--- src/rtl/udlx_trace_pkg.sv ---
// Shared types for the UDLX bus-trace unit: capture modes, FSM states, entry layout.
package udlx_trace_pkg;

    typedef enum logic [1:0] {
        M_STOP_FULL = 2'd0,
        M_WRAP      = 2'd1,
        M_TRIGGER   = 2'd2
    } mode_e;

    typedef enum logic [1:0] {
        S_IDLE    = 2'd0,
        S_ARMED   = 2'd1,
        S_CAPTURE = 2'd2,
        S_DONE    = 2'd3
    } state_e;

    localparam int TS_W_DEF   = 16;
    localparam int CH_W_DEF   = 2;
    localparam int ADDR_W_DEF = 20;
    localparam int DATA_W_DEF = 32;

    // Entry layout at the default widths; rd_data packs MSB first in this order.
    typedef struct packed {
        logic [TS_W_DEF-1:0]   ts;
        logic [CH_W_DEF-1:0]   ch;
        logic [ADDR_W_DEF-1:0] addr;
        logic [DATA_W_DEF-1:0] data;
    } trace_entry_t;

    localparam logic [15:0] DROP_SAT = 16'hFFFF;

    // Encoding 3 is reserved and behaves as STOP_FULL.
    function automatic mode_e decode_mode(input logic [1:0] m);
        case (m)
            2'd1:    decode_mode = M_WRAP;
            2'd2:    decode_mode = M_TRIGGER;
            default: decode_mode = M_STOP_FULL;
        endcase
    endfunction

endpackage

--- src/rtl/udlx_trace_fifo.sv ---
// Circular trace store: push/pop with optional overwrite-oldest when full.
module udlx_trace_fifo #(
    parameter int DEPTH = 64,
    parameter int W     = 70,
    parameter int CNT_W = $clog2(DEPTH + 1)
) (
    input  logic             clk,
    input  logic             rst_n,
    input  logic             clear,
    input  logic             push,
    input  logic             pop,
    input  logic             wrap_overwrite,
    input  logic [W-1:0]     wr_data,
    output logic [CNT_W-1:0] count,
    output logic             full,
    output logic [W-1:0]     head
);
    localparam int PTR_W = $clog2(DEPTH);

    logic [W-1:0]     mem [DEPTH];
    logic [PTR_W-1:0] rd_ptr;
    logic [PTR_W-1:0] wr_ptr;
    logic             pop_eff;
    logic             accept;
    logic             overwrite;

    assign full = (count == CNT_W'(DEPTH));
    assign head = mem[rd_ptr];

    always_comb begin
        pop_eff   = pop && (count != '0);
        accept    = push && (!full || wrap_overwrite);
        overwrite = push && full && wrap_overwrite;
    end

    // When full the tail slot is the head slot, so an overwrite advances the head exactly once
    // whether or not a pop happens in the same cycle.
    always_ff @(posedge clk or negedge rst_n) begin
        if (!rst_n) begin
            rd_ptr <= '0;
            wr_ptr <= '0;
            count  <= '0;
        end else if (clear) begin
            rd_ptr <= '0;
            wr_ptr <= '0;
            count  <= '0;
        end else begin
            if (accept)
                wr_ptr <= wr_ptr + PTR_W'(1);
            if (pop_eff || overwrite)
                rd_ptr <= rd_ptr + PTR_W'(1);
            if (!overwrite) begin
                if (accept && !pop_eff)
                    count <= count + CNT_W'(1);
                else if (!accept && pop_eff)
                    count <= count - CNT_W'(1);
            end
        end
    end

    always_ff @(posedge clk) begin
        if (accept && !clear)
            mem[wr_ptr] <= wr_data;
    end

endmodule

--- src/rtl/udlx_trace_buffer.sv ---
// UDLX multi-channel bus-trace capture: arbitration, timestamping, trigger FSM and
// valid/ready readout of a circular buffer.
module udlx_trace_buffer
    import udlx_trace_pkg::*;
#(
    parameter int N_CH       = 3,
    parameter int ADDR_WIDTH = 20,
    parameter int DATA_WIDTH = 32,
    parameter int DEPTH      = 64,
    parameter int TS_WIDTH   = 16,
    parameter int CH_W       = (N_CH > 1) ? $clog2(N_CH) : 1,
    parameter int CNT_W      = $clog2(DEPTH + 1),
    parameter int E_W        = TS_WIDTH + CH_W + ADDR_WIDTH + DATA_WIDTH
) (
    input  logic                       clk,
    input  logic                       rst_n,
    input  logic [N_CH-1:0]            ch_valid,
    input  logic [N_CH*ADDR_WIDTH-1:0] ch_addr,
    input  logic [N_CH*DATA_WIDTH-1:0] ch_data,
    input  logic [1:0]                 mode,
    input  logic                       start,
    input  logic                       stop,
    input  logic                       clear,
    input  logic [CH_W-1:0]            trig_ch,
    input  logic [ADDR_WIDTH-1:0]      trig_addr,
    input  logic [CNT_W-1:0]           post_cnt,
    output logic                       rd_valid,
    input  logic                       rd_ready,
    output logic [E_W-1:0]             rd_data,
    output logic [CNT_W-1:0]           count,
    output logic                       full,
    output logic                       overflow,
    output logic [15:0]                drop_cnt,
    output logic [1:0]                 state_o
);
    localparam int NV_W = $clog2(N_CH + 1);

    state_e              state_q, state_d;
    mode_e               mode_q, mode_d;
    logic [CNT_W-1:0]    post_q, post_d;
    logic [TS_WIDTH-1:0] ts_q;
    logic [15:0]         drop_q;
    logic                ovf_q;

    logic                  win_found;
    logic [CH_W-1:0]       win_idx;
    logic [NV_W-1:0]       n_valid;
    logic                  trig_hit;
    logic [CH_W-1:0]       sel_idx;
    logic [ADDR_WIDTH-1:0] sel_addr;
    logic [DATA_WIDTH-1:0] sel_data;

    logic             post_done;
    logic             cap_cycle;
    logic             push;
    logic             wrap_mode;
    logic             pop_eff;
    logic             full_drop;
    logic             lost_overwrite;
    logic [NV_W:0]    drop_inc;
    logic [16:0]      drop_sum;
    logic [CNT_W-1:0] cnt_after;
    logic [E_W-1:0]   head;

    // Lowest asserted channel wins; trigger match is evaluated on the selected trigger channel.
    always_comb begin
        win_found = 1'b0;
        win_idx   = '0;
        n_valid   = '0;
        trig_hit  = 1'b0;
        for (int unsigned i = 0; i < N_CH; i++) begin
            if (ch_valid[i]) begin
                n_valid = n_valid + NV_W'(1);
                if (!win_found) begin
                    win_found = 1'b1;
                    win_idx   = CH_W'(i);
                end
            end
            if (CH_W'(i) == trig_ch && ch_valid[i] &&
                ch_addr[i*ADDR_WIDTH +: ADDR_WIDTH] == trig_addr)
                trig_hit = 1'b1;
        end
    end

    // On the trigger cycle the trigger channel's transaction is the one recorded.
    always_comb begin
        sel_idx  = (state_q == S_ARMED) ? trig_ch : win_idx;
        sel_addr = '0;
        sel_data = '0;
        for (int unsigned i = 0; i < N_CH; i++) begin
            if (CH_W'(i) == sel_idx) begin
                sel_addr = ch_addr[i*ADDR_WIDTH +: ADDR_WIDTH];
                sel_data = ch_data[i*DATA_WIDTH +: DATA_WIDTH];
            end
        end
    end

    always_comb begin
        wrap_mode      = (mode_q == M_WRAP);
        post_done      = (mode_q == M_TRIGGER) && (post_q == '0);
        cap_cycle      = !clear && (((state_q == S_CAPTURE) && !post_done) ||
                                    ((state_q == S_ARMED) && trig_hit));
        push           = cap_cycle && win_found;
        pop_eff        = rd_ready && rd_valid && !clear;
        full_drop      = push && full && !wrap_mode;
        lost_overwrite = push && full && wrap_mode && !pop_eff;
        drop_inc       = (NV_W+1)'(push ? (n_valid - NV_W'(1)) : '0) + (NV_W+1)'(full_drop);
        drop_sum       = {1'b0, drop_q} + 17'(drop_inc);
        cnt_after      = count + CNT_W'(push && !full) - CNT_W'(pop_eff);
    end

    always_comb begin
        state_d = state_q;
        mode_d  = mode_q;
        post_d  = post_q;
        if (clear) begin
            state_d = S_IDLE;
        end else begin
            case (state_q)
                S_IDLE, S_DONE: begin
                    if (start) begin
                        mode_d  = decode_mode(mode);
                        state_d = (decode_mode(mode) == M_TRIGGER) ? S_ARMED : S_CAPTURE;
                    end
                end
                S_ARMED: begin
                    if (stop) begin
                        state_d = S_DONE;
                    end else if (trig_hit) begin
                        post_d  = (post_cnt == '0) ? '0 : post_cnt - CNT_W'(1);
                        state_d = S_CAPTURE;
                    end
                end
                S_CAPTURE: begin
                    if (stop) begin
                        state_d = S_DONE;
                    end else begin
                        case (mode_q)
                            M_STOP_FULL: if (cnt_after == CNT_W'(DEPTH)) state_d = S_DONE;
                            M_TRIGGER: begin
                                if (post_done) begin
                                    state_d = S_DONE;
                                end else if (win_found) begin
                                    post_d = post_q - CNT_W'(1);
                                    if (post_q == CNT_W'(1))
                                        state_d = S_DONE;
                                end
                            end
                            default: ;
                        endcase
                    end
                end
                default: state_d = S_IDLE;
            endcase
        end
    end

    always_ff @(posedge clk or negedge rst_n) begin
        if (!rst_n) begin
            state_q <= S_IDLE;
            mode_q  <= M_STOP_FULL;
            post_q  <= '0;
        end else begin
            state_q <= state_d;
            mode_q  <= mode_d;
            post_q  <= post_d;
        end
    end

    always_ff @(posedge clk or negedge rst_n) begin
        if (!rst_n) begin
            ts_q   <= '0;
            drop_q <= '0;
            ovf_q  <= 1'b0;
        end else if (clear) begin
            ts_q   <= '0;
            drop_q <= '0;
            ovf_q  <= 1'b0;
        end else begin
            ts_q   <= ts_q + TS_WIDTH'(1);
            drop_q <= drop_sum[16] ? DROP_SAT : drop_sum[15:0];
            if (drop_inc != '0 || lost_overwrite)
                ovf_q <= 1'b1;
        end
    end

    udlx_trace_fifo #(
        .DEPTH (DEPTH),
        .W     (E_W),
        .CNT_W (CNT_W)
    ) u_fifo (
        .clk            (clk),
        .rst_n          (rst_n),
        .clear          (clear),
        .push           (push),
        .pop            (rd_ready),
        .wrap_overwrite (wrap_mode),
        .wr_data        ({ts_q, sel_idx, sel_addr, sel_data}),
        .count          (count),
        .full           (full),
        .head           (head)
    );

    assign rd_valid = (count != '0);
    assign rd_data  = rd_valid ? head : '0;
    assign overflow = ovf_q;
    assign drop_cnt = drop_q;
    assign state_o  = state_q;

endmodule

--- config.mk ---
export PLATFORM = sky130hd
export DESIGN_NAME = udlx_trace_buffer
export DESIGN_NICKNAME = d
export VERILOG_FILES = /design/src/rtl/udlx_trace_pkg.sv /design/src/rtl/udlx_trace_fifo.sv /design/src/rtl/udlx_trace_buffer.sv
export SDC_FILE = /design/constraint.sdc
export NUM_CORES = 2
export LEC_CHECK = 0
export BUFFER_PORTS_ARGS = -buffer_cell sky130_fd_sc_hd__buf_2
export CAP_MARGIN = 30
export CORE_UTILIZATION = 51
export CTS_CLUSTER_SIZE = 16
export DETAILED_ROUTE_END_ITERATION = 7
export GPL_TIMING_DRIVEN = 1
export PLACE_DENSITY = 0.76
export REMOVE_ABC_BUFFERS = 1
export SLEW_MARGIN = 20
export SYNTH_ARGS = -nofsm -noshare
export SYNTH_HDL_FRONTEND = slang
export SYNTH_MEMORY_MAX_BITS = 65536
export SYNTH_SLANG_ARGS = --single-unit
--- constraint.sdc ---
create_clock -name clk -period 5.5 [get_ports clk]
set_input_delay 1.1 -clock clk [delete_from_list [all_inputs] [get_ports clk]]
set_output_delay 1.1 -clock clk [all_outputs]
set_load 0.02 [all_outputs]
* After elaboration in Yosys (flattened, before gate mapping)
Memory sizes are Yosys's and may differ from the RTL's. Index checks and enable logic that the tools add are counted.
Cells by class: reductions and logical operators 51, $add $sub $neg 14, muxes and demuxes 61, eq/ne operators 31, bitwise operators 1
Operator list (count):
- two-way mux 32 bit | 3
- two-way mux 7 bit | 11
- two-way mux 70 bit | 1
- == test 20 bit | 3
- two-way mux 20 bit | 3
- two-way mux 16 bit | 3
- two-way mux 2 bit | 18
- two-way mux 6 bit | 4
- logical AND 1 bit | 22
- subtractor 7 x 1 -> 7 bit (second input constant) | 3
- adder 16 x 3 -> 17 bit | 1
- adder 16 x 1 -> 16 bit (second input constant) | 1
- == test 7 bit (second input constant) | 2
- logical NOT 7 bit | 2
- inequality test 2 bit (second input constant) | 7
- case mux 7 bit (2 select lines) | 1
- two-way mux 1 bit | 13
- adder 6 x 1 -> 6 bit (second input constant) | 2
- == test 2 bit (second input constant) | 5
- logical NOT 2 bit | 4
- case mux 2 bit (2 select lines) | 2
- AND reduction 8 bit | 1
- nonzero test 2 bit | 4
- adder 7 x 1 -> 7 bit | 1
- other kinds (26) | 41
Storage, ports and cells: memory bits (writable) 4480, logic and storage cells 168, memories kept 1, output and inout bits 98, bits in registers 63
Memories:
- u_fifo.mem | depth 64, width 70, rd ports 1, clocked after memory_dff 0, wr ports 1, line udlx_trace_fifo.sv:20 | logic [W-1:0] mem [DEPTH];

* Longest topological paths before layout
word-level depth 19, depth in mapped cells 19

* Modules after synthesis
From an unflattened synthesis, not the netlist that was laid out.
Unflattened totals: cell total of the unflattened synthesis 8155, area, all modules 177208.7 sq um
Modules (own cells, without submodules):
- udlx_trace_fifo | cells an instance 7482, area each 171973.7 sq um, sequential area each 135004.5 sq um, instances 1
- udlx_trace_buffer | cells an instance 673, area each 5235.0 sq um, sequential area each 1101.1 sq um, instances 1

* Worst setup path after synthesis
OpenSTA, ideal clock, no wires.
kind input port to flip-flop, start point in trig_addr[14], end point mem u_fifo.mem[58][0], enable pin, slack -0.957 ns, stages on the path 9, arrival time 5.959 ns, cell sequence xor2_1 > nor4b_1 > nand4_1 > o22ai_2 > o21a_1 > nand2_1 > or4b_2 > clkbuf_1 > nor2_1
Between the ends: longest elaborated chain between the ends 13, elaborated cells on any way between the ends 17, those cells by class eq/ne (3); mux (5); reduce/logical (9)
Ends and longest elaborated chain:
- from (decl) | line udlx_trace_buffer.sv:25 | input logic [ADDR_WIDTH-1:0] trig_addr,
- == test 20 bit | line udlx_trace_buffer.sv:80 | ch_addr[i*ADDR_WIDTH +: ADDR_WIDTH] == trig_addr)
- logical AND 1 bit | line udlx_trace_buffer.sv:79 | if (CH_W'(i) == trig_ch && ch_valid[i] &&
- two-way mux 1 bit (2 in series) | line udlx_trace_buffer.sv:79
- two-way mux 1 bit (*) | line udlx_trace_buffer.sv:79
- logical AND 1 bit (*) | line udlx_trace_buffer.sv:102 | ((state_q == S_ARMED) && trig_hit));
- logical OR 1 bit (*) | line udlx_trace_buffer.sv:101 | cap_cycle = !clear && (((state_q == S_CAPTURE) && !post_done) ||
- logical AND 1 bit (*) | line udlx_trace_buffer.sv:101
- logical AND 1 bit (*) | line udlx_trace_buffer.sv:103 | push = cap_cycle && win_found;
- logical AND 1 bit (*) | line udlx_trace_fifo.sv:32 | accept = push && (!full || wrap_overwrite);
- logical AND 1 bit (*) | line udlx_trace_fifo.sv:62 | if (accept && !clear)
- two-way mux 1 bit (*) | line udlx_trace_fifo.sv:62
- two-way mux 1 bit (implied by the code) (*) | line udlx_trace_fifo.sv:63 | mem[wr_ptr] <= wr_data;
- to (decl) | line udlx_trace_fifo.sv:20
Mark *: on every way between the ends. The rest lies on a longest branch, timed or not.

* Final worst setup path
start point reg u_fifo.rd_ptr[1], end point out rd_data[6]
Between the ends: longest elaborated chain between the ends 2
Ends and longest elaborated chain:
- from (decl) | line udlx_trace_fifo.sv:21 | logic [PTR_W-1:0] rd_ptr;
- from (signal assigned) | line udlx_trace_fifo.sv:51 | rd_ptr <= rd_ptr + PTR_W'(1);
- memory read (64 x 70 bit)
- two-way mux 70 bit | line udlx_trace_buffer.sv:205 | assign rd_data = rd_valid ? head : '0;
- to (decl) | line udlx_trace_buffer.sv:29 | output logic [E_W-1:0] rd_data,
No other way between the ends.

==> flow_metrics.tcl <==
set metrics [dict create \
    fin_crit_ns 5.50 \
    avgSynthCellArea_um2 24.5 \
    synth-edff-count 4480 \
    critPathCaptureType "output pin" \
    synthToLayoutAreaGrowth_pct 15.0 \
    place_hpwl_um 247000 \
    leakagePower_uw 0.0621 \
    pre_cts_ws_ns 0.241 \
    slew_violations 0 \
    maxCapViolations 0 \
    cts_root_buffer "clkbuf_16" \
    cts_tree "done" \
    gp_congestion 0.859 \
    clk_latency_ns 0.99 \
    dr.pass1.iters 6 \
    drtAntennaViolNets 0 \
    min_period_over_period_pct 100 \
    crit_arrival_ns 4.40 \
    postSynth.asyncResetShare_pct 1.39 \
    fin_skew_ns 0.0696 \
    syn_inst 7176 \
    seq_area_frac_synth_pct 77.5 \
    cts_hold_buf 0 \
    synth_top_flop_cell "edfxtp_1" \
    crit_type "flip-flop to output pin" \
    relSlewSlack_pct 30.9 \
    core_um2 343000 \
    cp-start-kind "flip-flop" \
    seqPwrFrac_pct 44.6 \
    htree_levels 5 \
    hold_violations 0 \
    stdcell_count 12800 \
    ys_ff_latch 4543 \
    p_per_area_nw_per_um2 446 \
    tightestPinTransition_ns 1.03 \
    io_buffers 293 \
    cts_buffers 425 \
    hold_class "input pin to asynchronous set/reset pin" \
    grt.overflow.total 0 \
    switchingPower_uw 24600 \
    critPathMaxFanout 73 \
    die-area_um2 347000 \
    syn_area_um2 176000 \
    status "completed" \
    reg2reg_to "drop_cnt[0]" \
    clock_sinks 4543 \
    grt_max_degree 133 \
    grt_pass1_vias 90300 \
    r2r_setup_slack_ns 0.74 \
    setup_ws_ns 0.00218 \
    wl_um 511000 \
    p_int_uw 65500 \
    wl_per_cell_um 39.9 \
    rsz0062_at_grt "yes" \
    initial_core_util_pct 51.2 \
    grt_pass1_wl_um 702000 \
    fmax_ghz 0.182 \
    drive_gt1_share_pct 34.8 \
    track_usage_pct 29.0 \
    vias 89600 \
    p_sw_share_pct 27.3 \
    reg2regPathDepth 16 \
    drc 0 \
    yosysWarnings 0 \
    pin_count 294 \
    clkTransAtPathRegs_ns 0.06 \
    die_h_um 589 \
    vias_per_cell 6.99 \
    finalSetupViolations 0 \
    ys_types 59 \
    power_frac_comb_pct 22.4 \
    place_inst 12000 \
    drt-initial-drc-count 15400 \
    worstPathRequired_ns 4.40 \
    reg2reg_from "post_q[3]" \
    ir_drop_mv 0.362 \
    num-nets-final 8137 \
    clk_path_buf_depth 4 \
    antenna_found_initial 24 \
    pwr-share-clk_pct 33.0 \
    row_count 215 \
    die_x_um 589 \
]
-- sequential cells by signal, summed over array words and instances, names as in the netlist --
signal and flops:
u_fifo.mem 4480, drop_cnt 16, ts_q 16, post_q 7
u_fifo.count 7, u_fifo.rd_ptr 6, u_fifo.wr_ptr 6, mode_q 2
state_o 2, overflow 1
-- per-stage QoR --
stage	hold slack [ns]	utilization, %	setup TNS (ns)	total power [µW]	cell area [µm²]
finish	0.0453	58.9	0	90100	202000
global route	0.0632	58.9	-0.230	92200	202000
CTS	0.241	58.8	-0.00108	89700	202000
detailed placement	0.546	54.7	0	59900	188000
global placement	0.532	54.7	0	59500	187000
floorplan	0.504	-	-	51800	174000
-- synthesized netlist by cell type (3+ instances only) --
library cell,n,area [µm²]
fa_1,3,60.1
nand2_1,93,349
and2_1,76,475
a21o_1,6,45.0
o21ai_1,4,20.0
nor3b_1,4,30.0
edfxtp_1,4480,135000
inv_1,31,116
a21oi_1,41,205
and3_1,4,25.0
buf_1,57,214
xor2_1,79,692
nand4_1,15,93.8
o22ai_1,3,18.8
nor2_1,109,409
clkbuf_1,231,867
xnor2_1,18,158
ha_1,32,400
o21a_1,3,22.5
o21bai_1,4,30.0
dfrtp_1,63,1580
nand2b_1,6,37.5
nor4_1,16,100
mux4_2,1470,33100
nand3_1,18,90.1
nor3_1,19,95.1
nor2b_1,9,56.3
mux2i_1,57,571
mux2_2,4,45.0
buf_2,87,435
o21ai_0,78,390
or3_1,13,81.3
nand3b_1,6,45.0
a221o_1,3,30.0
-- worst max path at each step --
stage | to | from
finish | rd_data[6] | u_fifo.rd_ptr[1]
global route | rd_data[17] | u_fifo.rd_ptr[0]
CTS | rd_data[66] | u_fifo.rd_ptr[0]
detailed placement | drop_cnt[7] | trig_addr[14]
global placement | u_fifo.mem[17][0] | trig_addr[14]
floorplan | rd_data[0] | u_fifo.rd_ptr[0]
-- cells in the final DEF (no fill, tap or decap), drive strengths merged, types with 19 or more instances in the layout --
cell type and n:
nor3 19, nor2 109, ha 32, a21oi 41
clkbuf 549, edfxtp 4480, buf 673, and2 76
inv 40, o21ai 82, mux4 1470, dfrtp 63
nand2 93, bufinv 43, mux2i 57, clkinv 165
xor2 79
-- logic make-up (layout without fill, tap and decap cells) --
family | after synthesis | after routing | synth area share (%)
xor+xnor | 97 | 97 | 0.484
fa+ha+maj | 35 | 35 | 0.262
mux | 1531 | 1531 | 19.2
compound gates | 161 | 161 | 0.525
other cells | 0 | 10 | 0
simple gates | 398 | 398 | 1.12
buf+inv | 411 | 1489 | 0.953
flops | 4543 | 4543 | 77.5
-- what timing repair did --
action	4_1_cts	5_1_grt
gates cloned	2	8
gates resized for setup	20	18
buffers inserted	4	0
endpoints found under the setup margin	68	29
-- power by group through the flow --
stage                     combinational (µW)  clock (µW)  sequential, µW
after floorplan                        10100           0           41800
after global placement                 18500           0           40900
after detailed placement               19000           0           41000
after CTS                              19700       29700           40200
after global routing                   21000       31000           40200
final                                  20100       29700           40200
-- cell type report --
type | count | area (µm²)
Antenna cell | 10 | 25.0
Clock buffer | 541 | 11100
Clock inverter | 234 | 2630
Fill cell | 22300 | 141000
Inverter | 32 | 120
Multi-Input combinational cell | 2222 | 39000
Sequential cell | 4543 | 136000
Tap cell | 4557 | 5700
Timing Repair Buffer | 682 | 7220
-- metal layers --
layer | part of all wire, % | GRT usage [%]
met1 | 33 | 37.1
met3 | 13 | 7.26
met5 | 0.050 | 0
met4 | 5.2 | 13.5
met2 | 49 | 47.1
-- worst max-delay path: stages (launching register included) --
cell	delay [ns]
dfrtp_4	0.64
buf_12	0.35
buf_12	0.41
mux4_2	0.42
mux4_2	0.57
mux4_2	0.53
and2_1	0.18
buf_2	0.16
Note: power is estimated with default switching activity, not from simulation.
